## config.mk

```make
export PLATFORM = sky130hd
export DESIGN_NAME = intt_sched
export DESIGN_NICKNAME = d
export VERILOG_FILES = /design/src/rtl/intt_pkg.sv /design/src/rtl/intt_ram_mux.sv /design/src/rtl/intt_sched.sv
export SDC_FILE = /design/constraint.sdc
export NUM_CORES = 1
export LEC_CHECK = 0
export ABC_AREA = 1
export CAP_MARGIN = 20
export CORE_MARGIN = 5
export CORE_UTILIZATION = 32
export CTS_CLUSTER_DIAMETER = 60
export CTS_CLUSTER_SIZE = 40
export DETAILED_ROUTE_END_ITERATION = 10
export PLACE_DENSITY = 0.85
export SKIP_CTS_REPAIR_TIMING = 1
export SYNTH_ARGS = -nofsm -noshare
export SYNTH_HDL_FRONTEND = slang
export SYNTH_SLANG_ARGS = --single-unit
```

## constraint.sdc

```tcl
create_clock -name clk -period 1.3 [get_ports clk]
set_input_delay 0.195 -clock clk [delete_from_list [all_inputs] [get_ports clk]]
set_output_delay 0.195 -clock clk [all_outputs]
set_load 0.01 [all_outputs]
```

## src/rtl/intt_pkg.sv

```systemverilog
// Shared constants and FSM encoding for the INTT scheduler block.
// Latency: n/a (package only).
// Backpressure: n/a (package only).
package intt_pkg;

  // Prime modulus of the coefficient ring.
  localparam int unsigned Q          = 8380417;
  localparam int unsigned N_COEF     = 256;
  localparam int unsigned COEF_WIDTH = 24;
  localparam int unsigned ADDR_WIDTH = 8;
  // One spare bit so N-1 compares never wrap.
  localparam int unsigned CNT_WIDTH  = 9;

  typedef enum logic [2:0] {
    S_IDLE        = 3'd0,
    S_LOAD        = 3'd1,
    S_RUN         = 3'd2,
    S_UNLOAD_RD   = 3'd3,
    S_UNLOAD_WAIT = 3'd4,
    S_UNLOAD_OUT  = 3'd5
  } state_t;

endpackage

```

## src/rtl/intt_ram_mux.sv

```systemverilog
// Single-port RAM request mux: INTT core owns the port while running, scheduler otherwise.
// Latency: purely combinational, zero cycles.
// Backpressure: none; the select alone decides ownership.
// Ports: sel_core_i selects core side; sched_*_i / core_*_i request sources; ram_*_o to the RAM.
module intt_ram_mux #(
  parameter int WIDTH = 24,
  parameter int AW    = 8
) (
  input  logic             sel_core_i,
  input  logic [AW-1:0]    sched_addr_i,
  input  logic             sched_we_i,
  input  logic [WIDTH-1:0] sched_wdata_i,
  input  logic [AW-1:0]    core_addr_i,
  input  logic             core_we_i,
  input  logic [WIDTH-1:0] core_wdata_i,
  output logic [AW-1:0]    ram_addr_o,
  output logic             ram_we_o,
  output logic [WIDTH-1:0] ram_wdata_o
);

  // core_we outside the run phase never reaches the RAM.
  assign ram_addr_o  = sel_core_i ? core_addr_i  : sched_addr_i;
  assign ram_we_o    = sel_core_i ? core_we_i    : sched_we_i;
  assign ram_wdata_o = sel_core_i ? core_wdata_i : sched_wdata_i;

endmodule

```

## src/rtl/intt_sched.sv

```systemverilog
// INTT job scheduler: loads N coefficients into RAM, hands RAM to the core, streams results out.
// Latency: core_start 1 cycle after last load; first out_valid 3 cycles after core_done.
// Backpressure: in_ready low outside load; out_data held while out_valid & !out_ready.
// Ports: in_* load stream, out_* result stream, core_* core handshake and memory port,
//        ram_* single-port RAM (1-cycle read), busy / range_err status.
// Optional macro INTT_SCHED_RANGE_CHK_EN: reduce load words >= Q and flag them on range_err.
module intt_sched
  import intt_pkg::*;
#(
  parameter int WIDTH = COEF_WIDTH,
  parameter int N     = N_COEF
) (
  input  logic                  clk,
  input  logic                  rst_n,
  input  logic                  in_valid,
  output logic                  in_ready,
  input  logic [WIDTH-1:0]      in_data,
  output logic                  out_valid,
  input  logic                  out_ready,
  output logic [WIDTH-1:0]      out_data,
  output logic                  busy,
  output logic                  range_err,
  output logic                  core_start,
  input  logic                  core_done,
  input  logic [ADDR_WIDTH-1:0] core_addr,
  input  logic                  core_we,
  input  logic [WIDTH-1:0]      core_wdata,
  output logic [WIDTH-1:0]      core_rdata,
  output logic [ADDR_WIDTH-1:0] ram_addr,
  output logic                  ram_we,
  output logic [WIDTH-1:0]      ram_wdata,
  input  logic [WIDTH-1:0]      ram_rdata
);

  localparam logic [CNT_WIDTH-1:0] LAST = CNT_WIDTH'(N - 1);

  state_t                 state_q, state_d;
  logic [CNT_WIDTH-1:0]   cnt_q, cnt_d;
  logic                   core_start_q, core_start_d;
  logic [WIDTH-1:0]       out_data_q, out_data_d;

  logic                   load_phase;
  logic                   load_hs;
  logic                   first_hs;
  logic [ADDR_WIDTH-1:0]  sched_addr;
  logic [WIDTH-1:0]       load_wdata;

  assign load_phase = (state_q == S_IDLE) || (state_q == S_LOAD);
  assign load_hs    = load_phase && in_valid;
  assign first_hs   = (state_q == S_IDLE) && in_valid;

  always_comb begin
    state_d      = state_q;
    cnt_d        = cnt_q;
    core_start_d = core_start_q;
    out_data_d   = out_data_q;
    sched_addr   = cnt_q[ADDR_WIDTH-1:0];
    case (state_q)
      S_IDLE: begin
        sched_addr = '0;
        if (in_valid) begin
          cnt_d   = CNT_WIDTH'(1);
          state_d = S_LOAD;
        end
      end
      S_LOAD: begin
        if (in_valid) begin
          if (cnt_q == LAST) begin
            cnt_d        = '0;
            core_start_d = 1'b1;
            state_d      = S_RUN;
          end else begin
            cnt_d = cnt_q + CNT_WIDTH'(1);
          end
        end
      end
      S_RUN: begin
        if (core_done) begin
          core_start_d = 1'b0;
          cnt_d        = '0;
          state_d      = S_UNLOAD_RD;
        end
      end
      S_UNLOAD_RD: begin
        state_d = S_UNLOAD_WAIT;
      end
      S_UNLOAD_WAIT: begin
        // Read issued last cycle; RAM data is valid now.
        out_data_d = ram_rdata;
        state_d    = S_UNLOAD_OUT;
      end
      S_UNLOAD_OUT: begin
        if (out_ready) begin
          if (cnt_q == LAST) begin
            cnt_d   = '0;
            state_d = S_IDLE;
          end else begin
            cnt_d   = cnt_q + CNT_WIDTH'(1);
            state_d = S_UNLOAD_RD;
          end
        end
      end
      default: begin
        state_d      = S_IDLE;
        cnt_d        = '0;
        core_start_d = 1'b0;
      end
    endcase
  end

  always_ff @(posedge clk or negedge rst_n) begin
    if (!rst_n) begin
      state_q      <= S_IDLE;
      cnt_q        <= '0;
      core_start_q <= 1'b0;
      out_data_q   <= '0;
    end else begin
      state_q      <= state_d;
      cnt_q        <= cnt_d;
      core_start_q <= core_start_d;
      out_data_q   <= out_data_d;
    end
  end

`ifdef INTT_SCHED_RANGE_CHK_EN
  localparam logic [WIDTH-1:0] QW = WIDTH'(Q);
  logic oor;
  logic range_err_q, range_err_d;

  // Inputs are below 2Q, so one subtraction brings them into range.
  assign oor        = in_data >= QW;
  assign load_wdata = oor ? (in_data - QW) : in_data;

  // A new job clears the flag, but its own first word may set it again.
  always_comb begin
    range_err_d = range_err_q;
    if (first_hs) begin
      range_err_d = oor;
    end else if (load_hs && oor) begin
      range_err_d = 1'b1;
    end
  end

  always_ff @(posedge clk or negedge rst_n) begin
    if (!rst_n) begin
      range_err_q <= 1'b0;
    end else begin
      range_err_q <= range_err_d;
    end
  end

  assign range_err = range_err_q;
`else
  assign load_wdata = in_data;
  assign range_err  = 1'b0;
`endif

  // Reset gates the combinational load path so nothing is written while held in reset.
  assign in_ready   = load_phase && rst_n;
  assign out_valid  = (state_q == S_UNLOAD_OUT);
  assign out_data   = out_data_q;
  assign busy       = (state_q != S_IDLE);
  assign core_start = core_start_q;
  assign core_rdata = ram_rdata;

  intt_ram_mux #(
    .WIDTH (WIDTH),
    .AW    (ADDR_WIDTH)
  ) u_ram_mux (
    .sel_core_i    (state_q == S_RUN),
    .sched_addr_i  (sched_addr),
    .sched_we_i    (load_hs && rst_n),
    .sched_wdata_i (load_wdata),
    .core_addr_i   (core_addr),
    .core_we_i     (core_we),
    .core_wdata_i  (core_wdata),
    .ram_addr_o    (ram_addr),
    .ram_we_o      (ram_we),
    .ram_wdata_o   (ram_wdata)
  );

endmodule

```

==> metrics.txt, run 1 <==
IO buf count 170; Max VDD drop 1.179 mV; clock slew seen by the registers of the worst setup and hold paths 0.08 ns; Hold WC Path Type input pin to async pin; synth top area cells dfrtp_1 38%, nand2_1 22%, mux2_2 11%; placed cell area 4413 um2; std cell rows 31; yosys warns 0; routability cong. 0.9135; Die Y 97.23 um; vias per inst 4.715; Syn Inst Count 317; Die X-Extent 97.23 um; first-pass GRT wire length 14.84 mm; final antenna-violating net count 0; detailed placement HPWL 7.503 mm; grt ovf 0; initial antenna violation count 0; Initial Utilization 33.21%; startpoint types register; top-area cell type share of the netlist area 38.03%; run status complete, but fails checks; vias after detailed routing 2933; sequential area share after synthesis 38.03%; clk root buf clkbuf_8; setup ws final -0.5381 ns; CTS tree built; later-pin clock latency in the skew report 0.29 ns; # Max-Cap Violations 0; Clock Path Buffers 2; Core Region 7331 um2; Ant. Diodes 0; Leak 2.765 nW; Max Clk Rate 544.1 MHz; final hold vios 0; final instance area 4960 um2; CP Class register to output port; top cells by count, synth 141 x nand2_1, 37 x dfrtp_1, 28 x buf_4, 24 x mux2_2, 15 x nor2_1; Ports 172; setup_tns -28.31 ns; async set or reset register ratio after synthesis 100.0%; Sink Count 37; pins over their slew limit 0; Total GRT Usage 19.31%; Routed wire per std cell 16.76 um; layout cells sized above 1 35.95%; Inserted Clock Buffers 5; cell taking the most area after synthesis dfrtp_1; DR pass1 iterations 4; synth unique cells 27; Worst Path Required 1.11 ns; Tcrit/Tclk final 141.4%; critical-path maximum fanout 4; Clock Skews 0.007683 ns; final WL 10.42 mm; H-tree depth reported by CTS 2; failing checks negative setup slack; most numerous cell in the Yosys netlist nand2_1; DR DRC count 0; setup violators final 73; Arrival @ worst endpoint 1.64 ns; EDFF count, synth 0; area grow syn2layout 103.7%; per-instance average area after synthesis 7.681 um2; Tmin final 1.838 ns; Iter 0 DRT Violations 99; RSZ-0062 raised after global routing yes; area of the mapped netlist 2435 um2; die area 9454 um2; FF+latch count, synth 37; Synth Flop Type dfrtp_1; vias in the first global route 2982; largest net degree at the start of global routing 38; Power Density 1789 nW/um2; Critical Path End Type output port; synthesized net count 404; Final Net Count 609
[per-layer routing]
metal | track usage (%) | routed length [um] | vias to the layer above | share of wire [%]
li1 | - | - | 1377 | -
met1 | 21.97 | 3847 | 1375 | 37
met2 | 32.54 | 5209 | 170 | 50
met3 | 9.189 | 1193 | 11 | 11
met4 | 5.112 | 173 | 0 | 1.7
met5 | 0 | 0 | - | 0
[report_power, final]
part           internal, mW  leakage, nW  switching, mW
Combinational          3.04         2.26           2.82
Sequential             1.63        0.450          0.319
Clock                 0.624       0.0574          0.442
Total                  5.30         2.76           3.58
[logic make-up (layout without fill, tap and decap cells)]
| group | count (synthesis) | count (layout) | share of synthesized area, % |
|---|---|---|---|
| adders and majority gates | 1 | 1 | 0.5138 |
| buffers and inverters | 51 | 255 | 12.74 |
| and+or+nand+nor | 190 | 192 | 34.58 |
| DFF | 37 | 37 | 38.03 |
| AOI/OAI and AO/OA | 13 | 13 | 2.878 |
| other | 1 | 1 | 0.1540 |
| muxes | 24 | 24 | 11.10 |
[worst max-delay path: stages, from the launching register on]
cell and delay, ns:
dfrtp_2 0.45, inv_8 0.07, nand2_8 0.05, nor2_8 0.10, buf_6 0.12, clkbuf_16 0.12, buf_6 0.09, buf_6 0.09
nand2_2 0.04, o21ai_1 0.07, buf_2 0.15
[cells in the final DEF (no fill, tap or decap), types with 2 or more instances in the layout]
cell type and instances:
nand2_1 110, clkdlybuf4s50_1 84, dlymetal6s2s_1 55, buf_4 46
nand2_2 34, dfrtp_1 34, mux2_2 24, inv_1 14
buf_2 14, nand3_1 12, buf_6 12, clkbuf_2 12
nor2_1 11, nor2_4 6, clkbuf_8 6, nand2_8 5
o21ai_0 5, o21ai_1 3, nor2_2 3, clkbuf_16 3
dfrtp_2 3, inv_8 2, nor2_8 2, o21ai_2 2
nand2_4 2, nor3b_1 2, buf_8 2, buf_12 2
[registers in the layout, summed over array words and instances, names as in the netlist]
name and flops:
state_q 3, cnt_q 9, out_data 24, core_start 1
[cell type report]
cell class                 instances  area (um2)
sequential                        37       929.6
tap                               99       123.9
multi-input combinational        231        1423
fill                             527        2371
clock inverter                     2       37.54
clock buffer                       6       82.58
inverter                          17       78.83
timing repair buffer             230        2285
[per-stage QoR]
| stage | setup WS, ns | power (mW) | cells | utilization, % | hold slack, ns |
|---|---|---|---|---|---|
| final | -0.5381 | 8.875 | 622 | 67.66 | 0.01729 |
| after detailed placement | -0.5372 | 7.070 | 591 | 60.20 | 0.3681 |
| after global routing | -0.6116 | 9.494 | 622 | 67.66 | 0.06515 |
| after floorplan | -0.01082 | 4.413 | 317 | - | -0.1006 |
| after CTS | -0.8682 | 8.194 | 599 | 61.84 | 0.04221 |
| after global placement | -0.5042 | 6.905 | 591 | 60.20 | 0.3612 |
[path summary, 6_finish.rpt]
check | slack [ns] | from | endpoint | cells past startpoint
max | -0.54 | state_q[2] | ram_addr[4] | 10
min | 0.02 | rst_n | cnt_q[0] | 2
max reg2reg | -0.37 | state_q[1] | out_data[22] | 7
min reg2reg | 0.49 | core_start | core_start | 2
max in group asynchronous | 0.92 | rst_n | state_q[1] | 2
min in group clk | 0.49 | core_start | core_start | 2
No activity file was read; power rests on OpenSTA's default activity.
==> run 2: changes to the inputs <==
Settings changed: CORE_ASPECT_RATIO set to 0.75, GPL_TIMING_DRIVEN set to 0, PLACE_DENSITY 0.85 to 0.78.
==> run 2 against run 1 <==
Cell area increased by 3.3%. Clock skew decreased by 0.0019 ns. Clock power decreased by 27%. Clock-buffer cell count unchanged. Largest cell class unchanged. Combinational power increased by 1%. Global-route usage decreased by 1.9 points. Setup slack got worse by 0.013 ns. The run still ends with negative setup slack left. Non-clock buffer count increased by 1. Register-to-register slack improved by 0.13 ns.
==> metrics.txt, run 2 (same netlist as run 1, synthesis figures left out) <==
run status complete, but fails checks; failing checks negative setup slack; Max VDD drop 0.7949 mV (-33%); Sink Count 37 (unchanged); Die Y 85.54 um (-12%); IO buf count 170 (unchanged); Leak 2.813 nW (+1.8%); Worst Path Required 1.11 ns (about the same); setup violators final 72 (-1.4%); Initial Utilization 33.06% (-0.15 points); worst reg2reg path startpoint state_q[1]; dpl ws -0.6741 ns (-0.1369 ns); Core Region 7365 um2 (+0.46%); Reg2Reg Depth 9 (+2); initial antenna violation count 0 (unchanged); Power Density 1676 nW/um2 (-6.3%); Post-Place Cells 588 (-0.51%); vias in the first global route 2658 (-11%); DR DRC count 0 (unchanged); Ports 172 (unchanged); Max Clk Rate 540.2 MHz (-0.71%); Iter 0 DRT Violations 95 (-4.0%); worst-margin pin slew 0.8768 ns; Arrival @ worst endpoint 1.66 ns (+0.02 ns); critical-path maximum fanout 8 (+4); CP Class register to output port; Combinational Power Share 69.0% (+3.0 points); pins over their slew limit 0 (unchanged); Inserted Clock Buffers 5 (unchanged); vias after detailed routing 2805 (-4.4%); largest net degree at the start of global routing 40 (+5.3%); total power 8.582 mW (-3.3%); RSZ-0062 raised after global routing yes; later-pin clock latency in the skew report 0.29 ns (about the same); final instance area 5121 um2 (+3.3%); grt ovf 0 (unchanged); routability cong. 0.8811 (-3.5%); DR pass1 iterations 4 (unchanged); final WL 9.652 mm (-7.4%); placed cell area 4360 um2 (-1.2%); Worst Setup SP state_q[2]; die area 9471 um2 (+0.19%); critical path buffer and inverter count 5 (-1); CP peak stage delay 0.38 ns (-0.07 ns); Net Switching 3.490 mW (-2.5%); Switching Share 40.67% (+0.34 points); area grow syn2layout 110.3%; CTS tree built; commonest non-fill, non-tap cells in the layout 89 x nand2_1, 84 x clkdlybuf4s50_1, 49 x dlymetal6s2s_1, 48 x nand2_2, 41 x buf_4; clock share of power 9.1% (-2.9 points); Hold WC Path Type input pin to async pin; Sequential Power Share 21.9% (about the same); crit path max-delay cell type dfrtp_1; Die X-Extent 110.7 um (+14%); Clock Path Buffers 2 (unchanged); CP dominant cell by count buf_6; Hold WS 0.01849 ns (+0.001199 ns); FF/Latch Area 929.6 um2 (unchanged); Ant. Diodes 0 (unchanged); Final Net Count 608 (-0.16%); detailed placement HPWL 7.029 mm (-6.3%); clk root buf clkbuf_8; final core utilization 69.54% (+1.9 points); Critical Path End Type output port; Largest register FFs 24 (unchanged); Clock Skews 0.005768 ns (-0.001915 ns); Crit path max-delay family buffers and inverters; setup_tns -24.62 ns (+3.690 ns); final hold vios 0 (unchanged); Tcrit/Tclk final 142.4% (+1.0 points); commonest non-fill, non-tap cell in the layout nand2_1; setup ws final -0.5513 ns (-0.01320 ns); layout cells sized above 1 40.80% (+4.9 points); clock slew seen by the registers of the worst setup and hold paths 0.08 ns (about the same); Total GRT Usage 17.38% (-1.9 points); crit-path cells buf_6 -> inv_8 -> nand2_4 -> nor2_8 -> buf_6 -> clkbuf_16 -> nand2_4 -> nand2_2 -> buf_6; fill count 604 (+15%); # Max-Cap Violations 0 (unchanged); vias per inst 4.502 (-4.5%); P_int 5.092 mW (-3.9%); multi-input logic area 1490 um2 (+4.7%); worst reg2reg endpoint cnt_q[4]; non-filler instance count after layout 623 (+0.16%); Slew Limit Headroom 41.55%; R2R Setup Slk -0.24 ns (+0.13 ns); startpoint types register; Tmin final 1.851 ns (+0.01320 ns); final antenna-violating net count 0 (unchanged); std cell rows 27 (-13%); H-tree depth reported by CTS 2 (unchanged); first-pass GRT wire length 13.37 mm (-9.9%); Routed wire per std cell 15.49 um (-7.5%)
run 2: worst max path at each step:
| stage | cells past startpoint | to | slack, ns |
|---|---|---|---|
| final | 9 | ram_wdata[7] | -0.55 |
| after global routing | 9 | ram_wdata[10] | -0.63 |
| after CTS | 8 | ram_wdata[0] | -1.0 |
| after detailed placement | 8 | ram_wdata[0] | -0.67 |
| after global placement | 3 | in_ready | -1.70 |
| after floorplan | 8 | ram_wdata[10] | -0.01 |
run 2: metal layers:
layer  wire (um)  GRT usage [%]  vias up
met5           0              0        -
met3         362          4.513        6
li1            -              -     1376
met1        4057          21.77     1341
met4          38          2.796        0
met2        5195          30.89       82
run 2: cell type report:
class,count,area share [%]
Buffer,34,6.010
Clock buffer,6,1.417
Clock inverter,2,0.1955
Inverter,17,1.490
Multi-Input combinational cell,229,29.10
Sequential cell,37,18.15
Tap cell,101,2.468
Timing Repair Buffer,197,41.17
run 2: power by group through the flow:
stage               Sequential (mW)  Clock (mW)  Combinational, mW
floorplan                      2.08           0               2.33
global placement               1.89           0               4.75
detailed placement             1.92           0               4.84
CTS                            1.90       0.811               4.85
global route                   1.94       0.862               6.31
finish                         1.88       0.783               5.92
